**src/rtl/uart_tx_arbiter.sv**
```systemverilog
// Round-robin arbiter sharing one UART_TX between four byte requesters.
// Optional watchdog on the WAIT state is enabled with `define UART_ARB_TIMEOUT_EN.
module uart_tx_arbiter #(
  parameter int DATA_W = 8,
  parameter int TO_CYC = 200000
) (
  input  logic                  Clk,
  input  logic                  Rst,
  input  logic [3:0]            i_Req,
  input  logic [4*DATA_W-1:0]   i_Data,
  output logic [3:0]            o_Ack,
  output logic [3:0]            o_Grant,
  output logic                  o_Busy,
  output logic                  o_Tx_fTx,
  output logic [DATA_W-1:0]     o_Tx_Data,
  input  logic                  i_Tx_fReady,
  input  logic                  i_Tx_fDone,
  output logic                  o_Err
);

  typedef enum logic [1:0] {
    S_IDLE = 2'd0,
    S_SEND = 2'd1,
    S_WAIT = 2'd2
  } state_t;

  state_t              r_state;
  logic [1:0]          r_ptr;
  logic [1:0]          r_win;
  logic [3:0]          r_Ack;
  logic [3:0]          r_Grant;
  logic                r_Busy;
  logic                r_Tx_fTx;
  logic [DATA_W-1:0]   r_Tx_Data;

  logic [1:0]          w_win;
  logic [1:0]          w_idx;
  logic                w_found;
  logic [3:0]          w_win_onehot;
  logic [3:0]          w_ack_onehot;
  logic [DATA_W-1:0]   w_win_data;

  // Search ptr+1, ptr+2, ptr+3, ptr so the last winner has lowest priority.
  always_comb begin
    w_win   = r_ptr;
    w_found = 1'b0;
    w_idx   = r_ptr;
    for (int k = 1; k <= 4; k++) begin
      w_idx = r_ptr + 2'(k);
      if (!w_found && i_Req[w_idx]) begin
        w_win   = w_idx;
        w_found = 1'b1;
      end
    end
  end

  assign w_win_onehot = 4'b0001 << w_win;
  assign w_ack_onehot = 4'b0001 << r_win;
  assign w_win_data   = i_Data[w_win*DATA_W +: DATA_W];

`ifdef UART_ARB_TIMEOUT_EN
  localparam int CW = (TO_CYC > 1) ? $clog2(TO_CYC) : 1;
  logic [CW-1:0] r_cnt;
  logic          r_Err;
`endif

  always_ff @(posedge Clk or posedge Rst) begin
    if (Rst) begin
      r_state   <= S_IDLE;
      r_ptr     <= 2'd3;
      r_win     <= 2'd0;
      r_Ack     <= 4'd0;
      r_Grant   <= 4'd0;
      r_Busy    <= 1'b0;
      r_Tx_fTx  <= 1'b0;
      r_Tx_Data <= '0;
`ifdef UART_ARB_TIMEOUT_EN
      r_cnt     <= '0;
      r_Err     <= 1'b0;
`endif
    end else begin
      r_Ack <= 4'd0;
      case (r_state)
        S_IDLE: begin
          if (|i_Req && i_Tx_fReady) begin
            r_win     <= w_win;
            r_Grant   <= w_win_onehot;
            r_Tx_Data <= w_win_data;
            r_Tx_fTx  <= 1'b1;
            r_Busy    <= 1'b1;
            r_state   <= S_SEND;
          end
        end
        S_SEND: begin
          r_Tx_fTx <= 1'b0;
          r_state  <= S_WAIT;
`ifdef UART_ARB_TIMEOUT_EN
          r_cnt    <= '0;
`endif
        end
        S_WAIT: begin
          if (i_Tx_fDone) begin
            r_Ack   <= w_ack_onehot;
            r_ptr   <= r_win;
            r_Grant <= 4'd0;
            r_Busy  <= 1'b0;
            r_state <= S_IDLE;
          end
`ifdef UART_ARB_TIMEOUT_EN
          // Give up on a stuck transmitter; the owner loses its turn without an ack.
          else if (r_cnt == CW'(TO_CYC - 1)) begin
            r_Err   <= 1'b1;
            r_ptr   <= r_win;
            r_Grant <= 4'd0;
            r_Busy  <= 1'b0;
            r_state <= S_IDLE;
          end else begin
            r_cnt <= r_cnt + 1'b1;
          end
`endif
        end
        default: r_state <= S_IDLE;
      endcase
    end
  end

  assign o_Ack     = r_Ack;
  assign o_Grant   = r_Grant;
  assign o_Busy    = r_Busy;
  assign o_Tx_fTx  = r_Tx_fTx;
  assign o_Tx_Data = r_Tx_Data;
`ifdef UART_ARB_TIMEOUT_EN
  assign o_Err     = r_Err;
`else
  assign o_Err     = 1'b0;
`endif

endmodule

```
**config.mk**
```make
export PLATFORM = sky130hd
export DESIGN_NAME = uart_tx_arbiter
export DESIGN_NICKNAME = d
export VERILOG_FILES = /design/src/rtl/uart_tx_arbiter.sv
export SDC_FILE = /design/constraint.sdc
export NUM_CORES = 1
export LEC_CHECK = 0
export ABC_CLOCK_PERIOD_IN_PS = 2700
export CAP_MARGIN = 20
export CELL_PAD_IN_SITES_DETAIL_PLACEMENT = 1
export CELL_PAD_IN_SITES_GLOBAL_PLACEMENT = 1
export CORE_MARGIN = 3
export CORE_UTILIZATION = 32
export DETAILED_ROUTE_END_ITERATION = 10
export PLACE_DENSITY = 0.87
export SETUP_SLACK_MARGIN = 0.4
export SYNTH_ARGS = -nofsm -noshare
export SYNTH_HDL_FRONTEND = slang
export SYNTH_SLANG_ARGS = --single-unit
export TNS_END_PERCENT = 1
```
**constraint.sdc**
```tcl
create_clock -name Clk -period 2.7 [get_ports Clk]
set_clock_uncertainty 0.05 [all_clocks]
set_input_delay 0.54 -clock Clk [delete_from_list [all_inputs] [get_ports Clk]]
set_output_delay 0.54 -clock Clk [all_outputs]
set_load 0.02 [all_outputs]
```
# Word-level counts from Yosys, hierarchy flattened
# Index checks and enable logic that the tools add are counted.
dict set report totals {
  ff_bits 24
  output_inout_bits 19
  elab_cells 65
}
dict set report op_classes {
  add_sub_neg 3
  order_cmp 4
  n_eq_ne 4
  shift 3
  muxes 27
  reduce_logical 16
}
# cell count
set ops {}
lappend ops {{$shiftx 32x6->8} 1}
lappend ops {{$mux 4} 4}
lappend ops {{$lt 2x3->1 const B} 4}
lappend ops {{$mux 2} 6}
lappend ops {{$mux 1} 9}
lappend ops {{$bmux 1 s2} 4}
lappend ops {{$pmux 4 s2} 1}
lappend ops {{$reduce_and 2->1} 4}
lappend ops {{$shl 1x2->4 const A} 2}
lappend ops {{$pmux 2 s3} 1}
lappend ops {{$add 2x2->2 const B} 2}
lappend ops {{$logic_and 1x1->1} 4}
lappend ops {{$ne 2x2->1 const B} 2}
lappend ops {{$pmux 1 s2} 2}
lappend ops {{$reduce_bool 2->1} 2}
lappend ops {{$reduce_or 4->1} 1}
lappend ops {{$logic_not 1->1} 3}
lappend ops {{$reduce_and 3->1} 1}
lappend ops {{$add 2x1->2 const B} 1}
lappend ops {{$eq 2x1->1 const B} 1}
lappend ops {{$eq 2x2->1 const B} 1}
lappend ops {{$logic_not 2->1} 1}

# Logic depth before layout (Yosys ltp)
# Gate-level depths: netlist (run 1).
dict set report logic_depth {
  word_depth 16
  depth_mapped 7
  mapped_depth_nobuf 5
}

# Least setup slack after synthesis (run 1)
# No wires, ideal clock.
dict set report synth_timing {
  path_kind {register to register}
  from {reg r_ptr[0]}
  to {reg r_Tx_Data[0], in the netlist o_Tx_Data[0]}
  t_arrival_ps 1556
  setup_slack_ps 962
  path_stages_with_launch 7
  period_less_slack_ps 1738
  path_cell_list {dfstp_2 > nand2b_1 > o21ai_0 > a221oi_2 > buf_2 > mux2i_1 > o221ai_2}
}
dict set report synth_via {
  elab_chain_cells 14
}
# item line_no
set synth_rtl {}
lappend synth_rtl {{start, declared} 28} ;# logic [1:0] r_ptr;
lappend synth_rtl {{start signal, assigned} 104} ;# r_ptr <= r_win;
lappend synth_rtl {{$add 2x1->2} 49} ;# w_idx = r_ptr + 2'(k);
lappend synth_rtl {{$bmux 1 s2} 50} ;# if (!w_found && i_Req[w_idx]) begin
lappend synth_rtl {{$mux 1 (implied by the code)} 50}
lappend synth_rtl {{$mux 1} 50}
lappend synth_rtl {{$logic_not 1->1} 50}
lappend synth_rtl {{$logic_and 1x1->1} 50}
lappend synth_rtl {{$mux 1} 50}
lappend synth_rtl {{$logic_not 1->1} 50}
lappend synth_rtl {{$logic_and 1x1->1} 50}
lappend synth_rtl {{$mux 1} 50}
lappend synth_rtl {{$logic_not 1->1} 50}
lappend synth_rtl {{$logic_and 1x1->1} 50}
lappend synth_rtl {{$mux 2 *} 50}
lappend synth_rtl {{$shiftx 32x6->8 *} 59} ;# assign w_win_data = i_Data[w_win*DATA_W +: DATA_W];
lappend synth_rtl {{end signal, assigned} 88} ;# r_Tx_Data <= w_win_data;
lappend synth_rtl {{end, declared} 34} ;# logic [DATA_W-1:0] r_Tx_Data;
# Every way passes the cells marked *; elsewhere a longest branch is shown, timed or not. The select of a mux whose other input is x is not followed.
# A chain may end at the register's enable or synchronous reset.

# Worst setup path in the final report (run 1)
dict set report layout_timing {
  from {in i_Req[3]}
  to {reg r_Tx_Data[6], in the netlist o_Tx_Data[6]}
}
dict set report layout_via {
  elab_chain_cells 13
}
# item line_no
set layout_rtl {}
lappend layout_rtl {{start, declared} 9} ;# input logic [3:0] i_Req,
lappend layout_rtl {{$bmux 1 s2} 50}
lappend layout_rtl {{$mux 1 (implied by the code)} 50}
lappend layout_rtl {{$mux 1} 50}
lappend layout_rtl {{$logic_not 1->1} 50}
lappend layout_rtl {{$logic_and 1x1->1} 50}
lappend layout_rtl {{$mux 1} 50}
lappend layout_rtl {{$logic_not 1->1} 50}
lappend layout_rtl {{$logic_and 1x1->1} 50}
lappend layout_rtl {{$mux 1} 50}
lappend layout_rtl {{$logic_not 1->1} 50}
lappend layout_rtl {{$logic_and 1x1->1} 50}
lappend layout_rtl {{$mux 2} 50}
lappend layout_rtl {{$shiftx 32x6->8} 59}
# Several ways; a longest one is shown, not always the timed one. The select of a mux whose other input is x is not followed.

==> metrics.csv, run 1 <==
stage,metric,value,unit
status,status,"complete, no violations",
yosys,post-synthesis sequential area ratio,0.489,
power_and_ir_drop,Flop pwr share,0.326,
clock_network,CTS H-tree depth,1,
grt,antenna violations before repair,0,
worst_setup_path,CP Launch Type,primary input,
yosys,synth top area cells,"dfrtp_1 45%, mux2i_1 13%, o221ai_2 8.5%",
grt,met3 GRT Util,0.0509,
clock_network,post_cts resized,0,
yosys,synthesized area per cell,10.8,µm²
drt,Via Count,1081,
worst_setup_path,Critical Path Source,i_Req[3],
timing,# setup viols final,0,
yosys,Synth Area in XOR/XNOR,0,
placed_design,routability cong.,0.739,
power_and_ir_drop,pwr dens,1010,nW/µm²
power_and_ir_drop,combinational power share,0.513,
worst_setup_path,capturing point of the worst reg2reg path,o_Tx_Data[6],
worst_setup_path,CP Max Fanout,20,
clock_network,TritonCTS Buffers,3,
floorplanning,die width,68.1,µm
drt,Routed WL per cell,16.3,µm
power_and_ir_drop,Net Switching,0.000741,W
placed_design,I/O Buffers,57,
final_layout,"most common cell after layout, fill and taps aside",clkdlybuf4s50_1,
drt,DRC,0,
yosys,top cell type's share of synthesized area,0.447,
yosys,Post-Syn Instances,114,
yosys,distinct cell type count after synthesis,30,
worst_setup_path,Worst R2R Setup Slack,0.76,ns
yosys,post-synthesis mux area share,0.130,
clock_network,hold buffer count at CTS,0,
worst_setup_path,R2R cell count,6,
worst_setup_path,"Worst Path Class, Setup",primary input to register,
yosys,Synth Area in Simple Gates,0.164,
timing,worst slew pin tran,0.917,ns
worst_setup_path,Worst EP required,2.80,ns
worst_setup_path,Worst EP arrival,2.19,ns
yosys,mapped cell area,1230,µm²
clock_network,Max clock buf depth,2,
floorplanning,FP Rows,21,
clock_network,Worst-path clk slew,0.09,ns
drt,DRT antenna net count,0,
yosys,post-synth top area cell,dfrtp_1,
power_and_ir_drop,Clk network pwr share,0.161,
floorplanning,die height,68.1,µm
yosys,Post-Synth Adder-Cell Area,0,
power_and_ir_drop,Cell Int Power,0.00120,W
timing,final hold viol count,0,
hold_path,min-delay worst type,register to register,
clock_network,TritonCTS clock tree,done,
grt,first-pass GRT wire length,5.89,mm
clock_network,CTS Root Buffer Type,clkbuf_8,
final_layout,finished layout cell area,1920,µm²
clock_network,clock sinks,24,
placed_design,post-DP HPWL,2.63,mm
power_and_ir_drop,Leak,0.841,nW
yosys,Synth Net Count,154,
final_layout,Synth-to-Final Area Change,55.8,%
timing,max_slew headroom,0.388,
timing,setup TNS,0,ns
grt,total grt overflow,0,
flow_run,Max Cap Violations,0,
yosys,Synth Area in Compound Gates,0.153,
final_layout,most frequent cells in the layout,"57 x clkdlybuf4s50_1, 22 x dfrtp_1, 21 x nand2_1",
timing,fmax,0.478,GHz
drt,drt initial violations,42,
yosys,largest family of logic cells by synthesized area,simple AND/OR/NAND/NOR gates,
grt,met2 Resource Use GR,0.291,
timing,"Slew Viols, Final",0,
power_and_ir_drop,sw frac,0.382,
floorplanning,Initial Util,0.350,
placed_design,Area after DPL,1850,µm²
hold_path,worst hold stages,2,
worst_setup_path,r2r startpoint,r_ptr[0],
final_layout,ANT cells,0,
timing,RSZ-0062 raised after global routing,no,
clock_network,Clock Latency Late Sink,0.27,ns
timing,Final Cycle Share,0.775,
floorplanning,Ports,59,
power_and_ir_drop,Worst VDD drop,0.000493,V
drt,post-detailed-routing wire length,3.53,mm
yosys,Syn. warnings,0,
grt,vias in the first global route,1214,
final_layout,nets@finish,211,
grt,gr usage total,0.169,
grt,most used routing layer,met2,
hold_path,worst hold path endpoint,o_Tx_fTx,
floorplanning,die area,4630,µm²
clock_network,Post-CTS Setup Bufs,0,
hold_path,hold_sp,o_Tx_fTx,
timing,Tmin final,2.09,ns
floorplanning,Core Region,3520,µm²
drt,DRT Pass-1 Iters,4,
worst_setup_path,crit end category,register,
final_layout,layout cells sized above 1,0.118,
yosys,Yosys reg bits,24,
grt,largest net degree at the start of global routing,25,
grt,met1 usage,0.209,
drt,Vias/cell,5.00,
## state kept, by name (all words and copies together), names as in the netlist
name       cells
o_Busy         1
r_state        2
o_Ack          4
o_Tx_Data      8
r_ptr          2
r_win          2
o_Grant        4
o_Tx_fTx       1
## metrics by stage
step / setup WS [ns] / std cells / util / hold slack, ns / total power (W)
detailed placement: 0.308 / 212 / 0.525 / 0.425 / 0.00164
floorplan: 0.962 / 114 / - / 0.404 / 0.00122
finish: 0.607 / 216 / 0.545 / 0.441 / 0.00194
CTS: 0.597 / 216 / 0.545 / 0.449 / 0.00197
global route: 0.531 / 216 / 0.545 / 0.485 / 0.00208
global placement: 0.397 / 212 / 0.525 / 0.421 / 0.00160
## synth_stat cells
cell / n
nor3b_1: 1
clkinv_4: 1
a221oi_2: 1
dfrtp_1: 22
conb_1: 1
buf_4: 2
o221ai_2: 7
o221ai_1: 1
nand2b_1: 5
nand2_2: 1
inv_1: 4
nor2_1: 3
or2_2: 1
o21a_1: 1
nand2_1: 21
o21ai_1: 6
dfstp_2: 2
buf_6: 2
mux2i_1: 16
clkbuf_1: 2
o21ai_0: 2
o211ai_1: 1
nor4_1: 1
nand2b_4: 1
or4b_1: 1
nand3_1: 4
and3_1: 1
a21oi_1: 1
buf_2: 1
nor3_1: 1
## how the worst max path moves through the flow
stage | cells after the start | slack (ns) | end
finish | 7 | 0.61 | o_Tx_Data[6]
global route | 7 | 0.53 | o_Tx_Data[0]
CTS | 7 | 0.60 | o_Tx_Data[6]
detailed placement | 7 | 0.31 | o_Tx_Data[6]
global placement | 6 | 0.40 | o_Tx_Data[7]
floorplan | 6 | 0.96 | o_Tx_Data[0]
## cells by family (layout without fill, tap and decap cells)
kind of cell           count (synthesis)  in the layout
multiplexers                          16             16
AO/OA/AOI/OAI                         20             20
AND/OR/NAND/NOR                       41             41
flip-flops                            24             24
buffers and inverters                 12             68
other                                  1              1
## per-layer routing
layer	part of all wire	wire length (µm)	vias up
li1	-	-	509
met2	0.52	1840	40
met4	0.0074	26	0
met5	0	0	-
met1	0.40	1420	528
met3	0.068	241	4
## critical path, stage by stage
cell and delay [ns]:
clkdlybuf4s50_1 0.47, nand2b_1 0.13, o21ai_0 0.14, a221oi_4 0.28
buf_12 0.21, mux2i_1 0.27, o221ai_2 0.13
## power by group through the flow
stage / sequential (W) / combinational (W) / clock [W]
final: 0.000633 / 0.000994 / 0.000313
after detailed placement: 0.000631 / 0.00101 / 0
after CTS: 0.000633 / 0.00102 / 0.000324
after floorplan: 0.000736 / 0.000484 / 0
after global routing: 0.000659 / 0.00108 / 0.000339
after global placement: 0.000625 / 0.000971 / 0
## area by class of cell
type	instances	area [µm²]
Timing Repair Buffer	59	598
Tap cell	46	57.6
Fill cell	404	1600
Clock inverter	1	30.0
Inverter	5	23.8
Multi-Input combinational cell	78	567
Clock buffer	3	41.3
Sequential cell	24	603
No activity file was read; power rests on OpenSTA's default activity.
==> run 2: changes to the inputs <==
--- a/config.mk
+++ b/config.mk
@@ -5,14 +5,14 @@
 export SDC_FILE = /design/constraint.sdc
 export NUM_CORES = 1
 export LEC_CHECK = 0
-export ABC_CLOCK_PERIOD_IN_PS = 2700
+export ABC_CLOCK_PERIOD_IN_PS = 2200
 export CAP_MARGIN = 20
 export CELL_PAD_IN_SITES_DETAIL_PLACEMENT = 1
 export CELL_PAD_IN_SITES_GLOBAL_PLACEMENT = 1
 export CORE_MARGIN = 3
-export CORE_UTILIZATION = 32
+export CORE_UTILIZATION = 30
 export DETAILED_ROUTE_END_ITERATION = 10
-export PLACE_DENSITY = 0.87
+export PLACE_DENSITY = 0.83
 export SETUP_SLACK_MARGIN = 0.4
 export SYNTH_ARGS = -nofsm -noshare
 export SYNTH_HDL_FRONTEND = slang
==> constraint.sdc (replaced) <==
create_clock -name Clk -period 2.2 [get_ports Clk]
set_clock_uncertainty 0.05 [all_clocks]
set_input_delay 0.44 -clock Clk [delete_from_list [all_inputs] [get_ports Clk]]
set_output_delay 0.44 -clock Clk [all_outputs]
set_load 0.02 [all_outputs]
==> metrics.csv, run 2 (synthesized netlist as in run 1, its figures left out) <==
stage,metric,value,unit,change
timing,Tmin final,1.83,ns,
final_layout,filler cell count,400,,-0.99%
worst_setup_path,"Worst Path Class, Setup",register to register,,
power_and_ir_drop,Flop pwr share,0.304,,-0.022
timing,RSZ-0062 raised after global routing,yes,,
drt,DRT antenna net count,0,,unchanged
grt,first-pass GRT wire length,6.31,mm,+7.2%
grt,antenna violations before repair,0,,unchanged
floorplanning,FP Rows,22,,+4.8%
timing,fmax,0.546,GHz,
power_and_ir_drop,Total Power,0.00252,W,+30%
power_and_ir_drop,Cell Int Power,0.00157,W,+31%
hold_path,min-delay worst type,register to register,,
grt,largest net degree at the start of global routing,18,,-28%
drt,DRT Pass-1 Iters,4,,unchanged
floorplanning,die width,70.1,µm,+3.0%
clock_network,Max clock buf depth,2,,unchanged
clock_network,clock sinks,24,,unchanged
worst_setup_path,CP Launch Type,register,,
power_and_ir_drop,Net Switching,0.000946,W,+28%
timing,Final Cycle Share,0.833,,
worst_setup_path,Worst EP arrival,1.93,ns,-0.26 ns
placed_design,I/O Buffers,57,,unchanged
worst_setup_path,Worst EP required,2.29,ns,-0.51 ns
timing,"Slew Viols, Final",0,,unchanged
final_layout,layout cells sized above 1,0.210,,+0.0926
power_and_ir_drop,Clk network pwr share,0.152,,-0.009
drt,drt initial violations,16,,-62%
floorplanning,Initial Util,0.324,,-0.0256
status,status,"complete, no violations",,
grt,met2 Resource Use GR,0.294,,+0.00259
floorplanning,Ports,59,,unchanged
grt,gr usage total,0.156,,-0.0129
final_layout,fin util,0.534,,-0.0112
timing,# setup viols final,0,,unchanged
clock_network,Worst-path clk slew,0.09,ns,about the same
drt,DRC,0,,unchanged
drt,Vias/cell,4.94,,-1.3%
final_layout,most frequent cells in the layout,"53 x clkdlybuf4s50_1, 22 x dfrtp_1, 21 x nand2_1",,
power_and_ir_drop,sw frac,0.376,,-0.00574
power_and_ir_drop,pwr dens,1240,nW/µm²,+23%
placed_design,routability cong.,0.802,,+8.6%
power_and_ir_drop,Worst VDD drop,0.000502,V,+1.7%
grt,most used routing layer,met2,,
grt,total grt overflow,0,,unchanged
placed_design,post-DP HPWL,2.85,mm,+8.2%
grt,met3 GRT Util,0.0230,,-0.0279
grt,vias in the first global route,1325,,+9.1%
clock_network,TritonCTS Buffers,3,,unchanged
final_layout,"most common cell after layout, fill and taps aside",clkdlybuf4s50_1,,
floorplanning,die area,4910,µm²,+6.1%
drt,Via Count,1106,,+2.3%
final_layout,Synth-to-Final Area Change,64.7,%,
timing,final hold viol count,0,,unchanged
clock_network,TritonCTS clock tree,done,,
worst_setup_path,crit end category,register,,
worst_setup_path,CP Max Fanout,7,,-65%
floorplanning,die height,70.1,µm,+3.0%
clock_network,CTS H-tree depth,1,,unchanged
grt,met1 usage,0.181,,-0.0283
power_and_ir_drop,Leak,0.877,nW,+4.3%
power_and_ir_drop,combinational power share,0.545,,+0.032
final_layout,ANT cells,0,,unchanged
clock_network,CTS Root Buffer Type,clkbuf_8,,
floorplanning,Core Region,3800,µm²,+7.9%
final_layout,nets@finish,217,,+2.8%
clock_network,Clock Latency Late Sink,0.26,ns,about the same
drt,post-detailed-routing wire length,3.72,mm,+5.5%
drt,Routed WL per cell,16.6,µm,+1.7%
flow_run,Max Cap Violations,0,,unchanged
timing,setup TNS,0,ns,unchanged
final_layout,Largest register FFs,8,,unchanged
[run 2: power groups by stage]
stage	Clock (W)	Sequential [W]	Combinational, W
after floorplan	0	0.000904	0.000594
after global placement	0	0.000772	0.00121
after detailed placement	0	0.000778	0.00125
after CTS	0.000387	0.000766	0.00133
after global routing	0.000406	0.000792	0.00148
final	0.000382	0.000764	0.00137
[run 2: critical path: stages, from the launching register on]
cell and delay, ns:
dfstp_2 0.55, nand2b_4 0.13, o21ai_2 0.07, a221oi_4 0.32, buf_6 0.22, mux2i_2 0.25
o221ai_2 0.12
[run 2: final cells by class]
type,count,area (µm²),area share
clock buffers,3,41.3,0.0203
clock inverters,1,30.0,0.0148
inverters,5,23.8,0.0117
multi-input cells,78,634,0.313
flip-flops and latches,24,603,0.297
well taps,48,60.1,0.0296
repair buffers,65,637,0.314
[run 2: final timing paths]
kind / startpoint / to / slack (ns) / cells after the start
worst min register to register: o_Busy / o_Busy / 0.44 / 2
max in group asynchronous: Rst / o_Tx_fTx / 1.16 / 3
worst max-delay path: r_ptr[0] / o_Tx_Data[0] / 0.37 / 6
worst max register to register: r_ptr[0] / o_Tx_Data[0] / 0.37 / 6
min in group asynchronous: Rst / o_Grant[0] / 0.45 / 2
worst min-delay path: o_Busy / o_Busy / 0.44 / 2
[run 2: timing repair]
action | CTS | global route
endpoints found under the setup margin | 15 | 10
pin swaps | 2 | 1
gates resized for setup | 14 | 8
hold buffers | 0 | 0
setup buffers | 1 | 0
[run 2: per-stage QoR]
| step | setup slack, ns | cells | hold slack, ns | area, µm² |
|---|---|---|---|---|
| after floorplan | 0.462 | 114 | 0.403 | 1230 |
| after global placement | -0.0242 | 219 | 0.419 | 1880 |
| after detailed placement | -0.134 | 219 | 0.428 | 1880 |
| after CTS | 0.364 | 224 | 0.450 | 1990 |
| after global routing | 0.251 | 224 | 0.477 | 2030 |
| final | 0.368 | 224 | 0.443 | 2030 |
[run 2: routing by layer]
metal  vias up  share of wire
met3         8          0.049
li1        519              -
met1       533           0.40
met4         0          0.021
met5         -              0
met2        46           0.53
